===== config.mk =====
export PLATFORM = sky130hd
export DESIGN_NAME = marmot_wb_ram_reader
export DESIGN_NICKNAME = d
export VERILOG_FILES = /design/src/rtl/marmot_wb_ram_reader.sv
export SDC_FILE = /design/constraint.sdc
export NUM_CORES = 1
export LEC_CHECK = 0
export CORE_AREA = 2 2 146 148
export CTS_CLUSTER_SIZE = 24
export DETAILED_ROUTE_END_ITERATION = 10
export DIE_AREA = 0 0 148 150
export PLACE_DENSITY = 0.59
export RECOVER_POWER = 100
export SLEW_MARGIN = 5
export SYNTH_ARGS = -nofsm -noshare
export SYNTH_HDL_FRONTEND = slang
export SYNTH_SLANG_ARGS = --single-unit

===== constraint.sdc =====
create_clock -name wb_clk_i -period 2.1 [get_ports wb_clk_i]
set_input_delay 0.42 -clock wb_clk_i [delete_from_list [all_inputs] [get_ports wb_clk_i]]
set_output_delay 0.42 -clock wb_clk_i [all_outputs]
set_load 0.02 [all_outputs]

===== src/rtl/marmot_wb_ram_reader.sv =====
// Wishbone read-only window onto a bank of single-port SRAM read ports.
// Optional read-statistics counter is enabled with `define MARMOT_RAMDBG_STATS_EN.
module marmot_wb_ram_reader #(
    parameter int         NBANKS  = 8,
    parameter int         AW      = 9,
    parameter int         DW      = 32,
    parameter int         RD_LAT  = 1,
    parameter logic [7:0] BASE_HI = 8'h30
) (
    input  logic                   wb_clk_i,
    input  logic                   wb_rst_i,
    input  logic                   wbs_stb_i,
    input  logic                   wbs_cyc_i,
    input  logic                   wbs_we_i,
    input  logic [3:0]             wbs_sel_i,
    input  logic [31:0]            wbs_adr_i,
    input  logic [31:0]            wbs_dat_i,
    output logic                   wbs_ack_o,
    output logic [31:0]            wbs_dat_o,
    output logic [NBANKS-1:0]      ram_csb1,
    output logic [AW-1:0]          ram_addr1,
    input  logic [NBANKS*DW-1:0]   ram_rdata1
);

    localparam int LW  = $clog2(DW / 32);
    localparam int BW  = $clog2(NBANKS);
    localparam int LWS = (LW > 0) ? LW : 1;
    localparam int BWS = (BW > 0) ? BW : 1;

    typedef enum logic [1:0] {S_IDLE, S_ISSUE, S_WAIT, S_ACK} state_t;

    state_t            state_q;
    logic [NBANKS-1:0] csb_q;
    logic [AW-1:0]     addr_q;
    logic [31:0]       data_q;
    logic [BWS-1:0]    bank_q;
    logic [LWS-1:0]    lane_q;
    logic [2:0]        cnt_q;
    logic              ram_rd_q;

    logic [31:0]    lane_sh, word_sh, bank_sh;
    logic [LWS-1:0] req_lane;
    logic [AW-1:0]  req_word;
    logic [BWS-1:0] req_bank;
    logic           req_reg_sel;
    logic           hit;
    logic [31:0]    rd_word;
    logic [31:0]    stats_word;
    int             rd_base;

    // Shift-then-truncate keeps zero-width fields (single bank, 32-bit lanes) legal.
    assign lane_sh     = wbs_adr_i >> 2;
    assign word_sh     = wbs_adr_i >> (2 + LW);
    assign bank_sh     = wbs_adr_i >> (2 + LW + AW);
    assign req_lane    = (LW > 0) ? lane_sh[LWS-1:0] : '0;
    assign req_word    = word_sh[AW-1:0];
    assign req_bank    = (BW > 0) ? bank_sh[BWS-1:0] : '0;
    assign req_reg_sel = wbs_adr_i[23];
    assign hit         = wbs_stb_i & wbs_cyc_i & (wbs_adr_i[31:24] == BASE_HI);

    always_comb begin
        rd_base = int'(bank_q) * DW + int'(lane_q) * 32;
        rd_word = 32'(ram_rdata1 >> rd_base);
    end

    always_ff @(posedge wb_clk_i) begin
        if (wb_rst_i) begin
            state_q  <= S_IDLE;
            csb_q    <= '1;
            addr_q   <= '0;
            data_q   <= '0;
            bank_q   <= '0;
            lane_q   <= '0;
            cnt_q    <= '0;
            ram_rd_q <= 1'b0;
        end else begin
            csb_q <= '1;
            case (state_q)
                S_IDLE: begin
                    if (hit) begin
                        if (!wbs_we_i && !req_reg_sel) begin
                            bank_q   <= req_bank;
                            lane_q   <= req_lane;
                            addr_q   <= req_word;
                            csb_q    <= ~(NBANKS'(1) << req_bank);
                            ram_rd_q <= 1'b1;
                            state_q  <= S_ISSUE;
                        end else begin
                            ram_rd_q <= 1'b0;
                            data_q   <= wbs_we_i ? 32'h0 : stats_word;
                            state_q  <= S_ACK;
                        end
                    end
                end
                S_ISSUE: begin
                    cnt_q   <= 3'(RD_LAT - 1);
                    state_q <= S_WAIT;
                end
                S_WAIT: begin
                    if (cnt_q == 3'd0) begin
                        data_q  <= rd_word;
                        state_q <= S_ACK;
                    end else begin
                        cnt_q <= cnt_q - 3'd1;
                    end
                end
                default: state_q <= S_IDLE;
            endcase
        end
    end

`ifdef MARMOT_RAMDBG_STATS_EN
    logic [31:0] stats_q;

    always_ff @(posedge wb_clk_i) begin
        if (wb_rst_i) begin
            stats_q <= '0;
        end else if (state_q == S_ACK && ram_rd_q) begin
            stats_q <= stats_q + 32'd1;
        end
    end

    assign stats_word = stats_q;
`else
    assign stats_word = 32'h0;
`endif

    // A master that drops cyc before the ack cycle gets no ack at all.
    assign wbs_ack_o = (state_q == S_ACK) & wbs_cyc_i;
    assign wbs_dat_o = wbs_ack_o ? data_q : 32'h0;
    assign ram_csb1  = csb_q;
    assign ram_addr1 = addr_q;

    logic unused_ok;
    assign unused_ok = ^{wbs_sel_i, wbs_dat_i, wbs_adr_i[1:0], lane_sh, word_sh, bank_sh};

endmodule


==> results of run 1 <==
cell usage in the layout (no fill, tap or decap), types with 17 or more instances in the layout:
cell | netlist | routed
and3_1 | 33 | 33
clkbuf_1 | 13 | 19
clkdlybuf4s50_1 | 0 | 281
dfxtp_1 | 57 | 54
dlygate4sd3_1 | 0 | 17
inv_1 | 40 | 40
mux2i_1 | 44 | 44
mux4_2 | 64 | 64
nor2_1 | 24 | 25
o32ai_1 | 32 | 32
power by group through the flow:
stage / clock [uW] / combinational (uW) / sequential [uW]
after floorplan: 0 / 368 / 1140
after global placement: 0 / 1080 / 1130
after detailed placement: 0 / 1090 / 1130
after CTS: 1620 / 1090 / 1110
after global routing: 1680 / 1160 / 1110
final: 1560 / 1070 / 1110
cells by family after synthesis:
kind of cell             after synthesis  synth area share [%]
flip-flops                            57                 26.51
multiplexers                         108                 43.72
AND/OR/NAND/NOR                       79                 10.20
buffers and inverters                 76                 8.517
AO/OA/AOI/OAI                         46                 9.012
adder cells (fa/ha/maj)                7                 2.035
layout make-up:
cell class	instances	area, sq um	area share (%)
tap	275	344.1	4.198
multi-input combinational	240	2796	34.12
timing repair buffer	353	3436	41.92
clock inverter	6	72.57	0.8854
inverter	40	150.1	1.832
clock buffer	10	250.2	3.053
sequential	57	1147	14.00
routing by layer:
layer  share of wire [%]  global-route usage, %  up-vias  wire length [microns]
li1                    -                      -     2123                      -
met1                  39                  18.92     2142                   7284
met2                  50                  28.26      236                   9329
met3                 9.0                  5.122       16                   1685
met4                 1.7                  4.714        2                    312
met5               0.091                      0        -                     17
stage by stage:
stage	setup TNS [ns]	cell area, sq um	power (uW)	hold WS, ns	utilization, %
finish	0	8197	3741	0.4480	39.62
global route	0	8197	3953	0.4685	39.62
CTS	0	8305	3825	0.4500	40.14
detailed placement	-15.94	8023	2225	0.4413	38.78
global placement	-16.22	8023	2211	0.4373	38.78
floorplan	0	4304	1509	0.4286	-
worst max-delay path: cells and delay by family:
kind | cells | cell delay [ns]
buffers and inverters | 3 | 1.03
AND/OR/NAND/NOR | 1 | 0.18
registers in the layout, summed over array words and instances, names as in the netlist:
register / flops
data_q: 32
cnt_q: 3
ram_csb1: 8
state_q: 2
ram_addr1: 9
bank_q: 3
worst min path at each step:
stage               start          to  slack, ns  cells after the start
2_1_floorplan   data_q[0]   data_q[0]       0.43                      2
3_3_place_gp   data_q[24]  data_q[24]       0.44                      2
3_5_place_dp    data_q[6]   data_q[6]       0.44                      2
4_1_cts         data_q[6]   data_q[6]       0.45                      2
5_1_grt         data_q[6]   data_q[6]       0.47                      2
6_report       data_q[11]  data_q[11]       0.45                      2
repair_timing:
action	in CTS	in global routing
endpoints found under the setup margin	32	31
gates resized for setup	32	50
pin swaps	0	0
synth_stat cells, drive strengths merged:
master	number
o32ai	32
nor2b	1
a31oi	1
o31ai	1
and3	33
and4bb	2
mux2i	44
clkbuf	13
inv	40
dfxtp	57
o21ai	2
o21a	1
o41ai	1
nor3b	1
o21bai	1
and2	1
nor3	1
ha	7
nand3	6
a21oi	2
buf	23
nand2	6
nor2	25
a21o	1
nand4	1
nand2b	2
o211ai	3
a211oi	1
mux4	64
==> results_dict.tcl, run 1 <==
set metrics [dict create \
    synth_seq_cells 57 \
    syn_area_per_cell_sq_um 11.54 \
    core_area_sq_um 20690 \
    netlist_top_cells_area "mux4_2 (33%), dfxtp_1 (27%), mux2i_1 (10%)" \
    synth_nets 709 \
    yosys.area.top_type_share_pct 33.49 \
    place_congestion 0.7301 \
    period_minus_slack_ns 2.062 \
    grt_pass1_vias 4733 \
    wire_per_inst_microns 18.99 \
    grt_max_degree 66 \
    outcome "complete, no violations" \
    die_w_microns 148 \
    grt_pass1_wl_microns 27000 \
    rows 53 \
    maxCapViolCount 0 \
    place_ws_ns -0.2685 \
    endpoint "wbs_dat_o[17]" \
    r2r_start "state_q[0]" \
    relSlewSlack_pct 71.38 \
    critPathMaxStageDelay_ns 0.51 \
    antenna_cells 0 \
    cp.arrival_ns 1.64 \
    seqPwrFrac_pct 29.7 \
    worst_setup_path_end_kind "primary output" \
    avgViaCountPerCell 4.607 \
    worst_pin_slew_ns 0.4293 \
    cpMaxStageDelayCell "clkdlybuf4s50_1" \
    dp_hpwl_microns 14840 \
    rsz0062_at_grt "no" \
    reg2reg_setup_slack_ns 0.21 \
    p_leak_uw 0.002906 \
    antenna_found_initial 1 \
    hp-class "register to register" \
    fill_cells 2074 \
    fin_crit_sh_pct 98.19 \
    grt.overflow.total 0 \
    dieArea_sq_um 22200 \
    required_ns 1.68 \
    cts.path.max_buffers 2 \
    final_nets 1037 \
    fin_worst_skew_ns 0.006520 \
    layout-drive-gt1-share_pct 15.72 \
    critPathMaxFanout 34 \
    holdBufCountCts 0 \
    synth.largest_area_cell "mux4_2" \
    path_clk_slew_ns 0.05 \
    die_h_microns 150 \
    p_per_area_nw_per_um2 456.4 \
    clkPwrFrac_pct 41.6 \
    dr.pass1.iters 4 \
    internal-power_uw 2789 \
    vdd_drop_max_mv 0.3187 \
    placed_cells 965 \
    worstSetupPathType "input pin to primary output" \
    cts_tree "done" \
    cts_buffers 9 \
    comb_power_share_pct 28.7 \
    syn_to_final_growth_pct 90.44 \
    yosysWarnings 0 \
    slew_viol_final 0 \
    switching_share_pct 25.46 \
    ios 379 \
    cts.sink_count 57 \
    ys_seq_area_share_pct 26.51 \
    worst-r2r-cell-count 7 \
    rr_endpoint "data_q[22]" \
    start_util_pct 20.80 \
    critPathLaunch "wbs_cyc_i" \
    fmax_ghz 0.4850 \
    drc 0 \
    finalHoldViolCount 0 \
    netlist_instances 373 \
    cts_root_buf "clkbuf_16" \
    setup_viol 0 \
    netlist_area_sq_um 4304 \
    ant_nets 0 \
    wirelength_microns 18630 \
    clkLatencyLatePin_ns 0.33 \
    critical_path.cell_chain "clkdlybuf4s50_1 -> buf_12 -> and3_1 -> clkdlybuf4s15_1" \
    portBuffers 331 \
    p_switching_uw 952.3 \
    start_kind "input pin" \
    synth_cell_types 36 \
    htreeDepth 3 \
    post-cts-setup-buffers 0 \
    fin_cells 981 \
    vias 4519 \
    grt_use_total_pct 16.14 \
    drt_iter0_drc 130 \
    setup_slack_ns 0.03799 \
]
Note: power is estimated with default switching activity, not from simulation.
==> run 2: changes to the inputs <==
- ABC_AREA: default -> 1
- CORE_AREA: 2 2 146 148 -> 2 2 148 150
- DIE_AREA: 0 0 148 150 -> 0 0 150 152
- PLACE_DENSITY: 0.59 -> 0.63
==> results_dict.tcl, run 2 <==
set metrics [dict create \
    dieArea_sq_um 22800 \
    worst-r2r-cell-count 9 \
    layout-drive-gt1-share_pct 5.328 \
    antenna_found_initial 3 \
    synth_top_family_by_area "simple AND/OR/NAND/NOR gates" \
    yosys.area.top_type_share_pct 21.61 \
    synth.largest_area_cell "dfxtp_1" \
    synthXorXnorAreaFrac_pct 0 \
    dr.pass1.iters 4 \
    synth-simple-area-share_pct 42.65 \
    place_ws_ns -0.2002 \
    crit_top_cell "buf_12" \
    yosysWarnings 0 \
    maxCapViolCount 0 \
    slew_viol_final 0 \
    synth_mux_area_share_pct 0 \
    synth_nets 1324 \
    fmax_ghz 0.4946 \
    wirelength_microns 23910 \
    final_nets 1626 \
    holdBufCountCts 0 \
    post-cts-setup-buffers 0 \
    cts_root_buf "clkbuf_16" \
    syn_area_per_cell_sq_um 5.344 \
    setup_slack_ns 0.07816 \
    cts.sink_count 57 \
    r2r_start "state_q[1]" \
    die_w_microns 150 \
    portBuffers 331 \
    cts_buffers 9 \
    endpoint "wbs_dat_o[27]" \
    rr_endpoint "data_q[27]" \
    finalHoldViolCount 0 \
    cp.arrival_ns 1.60 \
    p_leak_uw 0.004184 \
    syn_to_final_growth_pct 73.25 \
    ys_seq_area_share_pct 21.61 \
    grt_use_met2_pct 37.79 \
    worst_setup_path_end_kind "primary output" \
    critPathMaxStageDelay_ns 0.48 \
    synth_seq_cells 57 \
    htreeDepth 3 \
    worst_pin_slew_ns 0.6665 \
    path_clk_slew_ns 0.06 \
    drt_iter0_drc 288 \
    netlist_area_sq_um 5280 \
    die_h_microns 152 \
    worstSetupPathType "input pin to primary output" \
    hp-class "register to register" \
    critPathLaunch "wbs_cyc_i" \
    ios 379 \
    fin_crit_sh_pct 96.28 \
    outcome "complete, no violations" \
    place_congestion 0.8042 \
    synth_compound_area_share_pct 16.73 \
    synth_edf_count 0 \
    final_util_pct 42.84 \
    core_area_sq_um 21350 \
    drc 0 \
    largest_reg_flops 32 \
    clkLatencyLatePin_ns 0.34 \
    synth_cell_types 26 \
    netlist_instances 988 \
    placed_area_sq_um 8894 \
    yosys-top-cells-count "nand2_1 (265), nor2_1 (233), inv_1 (133), dfxtp_1 (57), nand3_1 (51)" \
    synthAdderAreaFrac_pct 1.659 \
    start_kind "input pin" \
    grtUsageMet3_pct 5.916 \
    rows 54 \
    fin_area_sq_um 9148 \
    grt_use_met1_pct 22.34 \
    fin_worst_skew_ns 0.009119 \
    grt_pass1_vias 6931 \
    final_cell_mix "clkdlybuf4s50_1 (280), nand2_1 (265), nor2_1 (233)" \
    cpMaxStageDelayCell "clkdlybuf4s50_1" \
    ys.flop_type "dfxtp_1" \
    vias 7009 \
    netlist_top_cells_area "dfxtp_1 (22%), nand2_1 (19%), nor2_1 (17%)" \
    avgViaCountPerCell 4.442 \
    rsz0062_at_grt "yes" \
    synth.most_common_cell "nand2_1" \
    setup_viol 0 \
    required_ns 1.68 \
    final_common_cell "clkdlybuf4s50_1" \
    critical_path.cell_chain "clkdlybuf4s50_1 -> nand2_1 -> buf_12 -> buf_4 -> nor2_2 -> buf_12" \
    vdd_drop_max_mv 0.4840 \
    grt_max_degree 68 \
    relSlewSlack_pct 55.51 \
    wire_per_inst_microns 15.15 \
    reg2reg_setup_slack_ns 0.25 \
    hold_ws_ns 0.4564 \
    p_per_area_nw_per_um2 632.1 \
    top_usage_layer "met2" \
    cts_tree "done" \
    dp_hpwl_microns 19130 \
    async_flop_share_pct 0 \
    regMostFlops "data_q" \
    grt_pass1_wl_microns 36690 \
    grt.overflow.total 0 \
    ant_nets 0 \
    cts.path.max_buffers 2 \
    critPathMaxFanout 21 \
    grt_use_total_pct 20.70 \
    period_minus_slack_ns 2.022 \
    start_util_pct 24.73 \
]
## run 2: cell count changes after synthesis, moves of 42 or more
| cell | delta |
|---|---|
| mux4_2 | -64 |
| nor2_1 | +209 |
| inv_1 | +93 |
| nand2_1 | +259 |
| o21ai_0 | +42 |
| mux2i_1 | -44 |
| nand3_1 | +46 |
| o211ai_1 | +42 |
## run 2: where the power goes
group	switching, uW	internal (uW)
Combinational	1500	1140
Sequential	88.5	1430
Clock	523	1100
## run 2: cell families after synthesis
logic type / after synthesis
AO/OA/AOI/OAI: 148
AND/OR/NAND/NOR: 569
adder cells (fa/ha/maj): 7
flip-flops: 57
buffers and inverters: 207
## run 2: final cells by class
class | count | area, sq um
Timing Repair Buffer | 359 | 3572
Clock inverter | 4 | 75.07
Sequential cell | 57 | 1146
Fill cell | 2322 | 12200
Antenna cell | 3 | 7.507
Multi-Input combinational cell | 724 | 3218
Inverter | 139 | 521.8
Clock buffer | 12 | 256.5
Tap cell | 280 | 350.3
## run 2: metal layers
metal / up-vias / part of all wire, %
met1: 3061 / 38
met3: 31 / 8.9
met2: 270 / 50
met4: 0 / 2.7
met5: - / 0
li1: 3647 / -
## run 2: per-stage QoR
stage / TNS [ns] / cells / power [uW]
floorplan: 0 / 988 / 3097
global placement: -3.254 / 1559 / 4277
detailed placement: -3.391 / 1559 / 4314
CTS: 0 / 1575 / 5962
global route: -0.03505 / 1578 / 6329
finish: 0 / 1578 / 5782
## run 2: worst min path at each step
stage	end	slack, ns	start	cells past startpoint
CTS	cnt_q[0]	0.46	cnt_q[0]	1
global placement	cnt_q[0]	0.44	cnt_q[0]	1
global route	ram_addr1[2]	0.48	ram_addr1[2]	2
floorplan	cnt_q[0]	0.42	cnt_q[0]	1
detailed placement	ram_addr1[7]	0.45	ram_addr1[7]	2
finish	ram_addr1[8]	0.46	ram_addr1[8]	2
## run 2: timing repair
action,4_1_cts,5_1_grt
setup endpoints to repair,21,10
gates cloned,0,0
hold endpoints to repair,0,0
gates resized for setup,21,1
## run 2: critical path: cells and delay by family
| kind | cells | cell delay, ns |
|---|---|---|
| buffers and inverters | 4 | 0.95 |
| AND/OR/NAND/NOR | 2 | 0.23 |
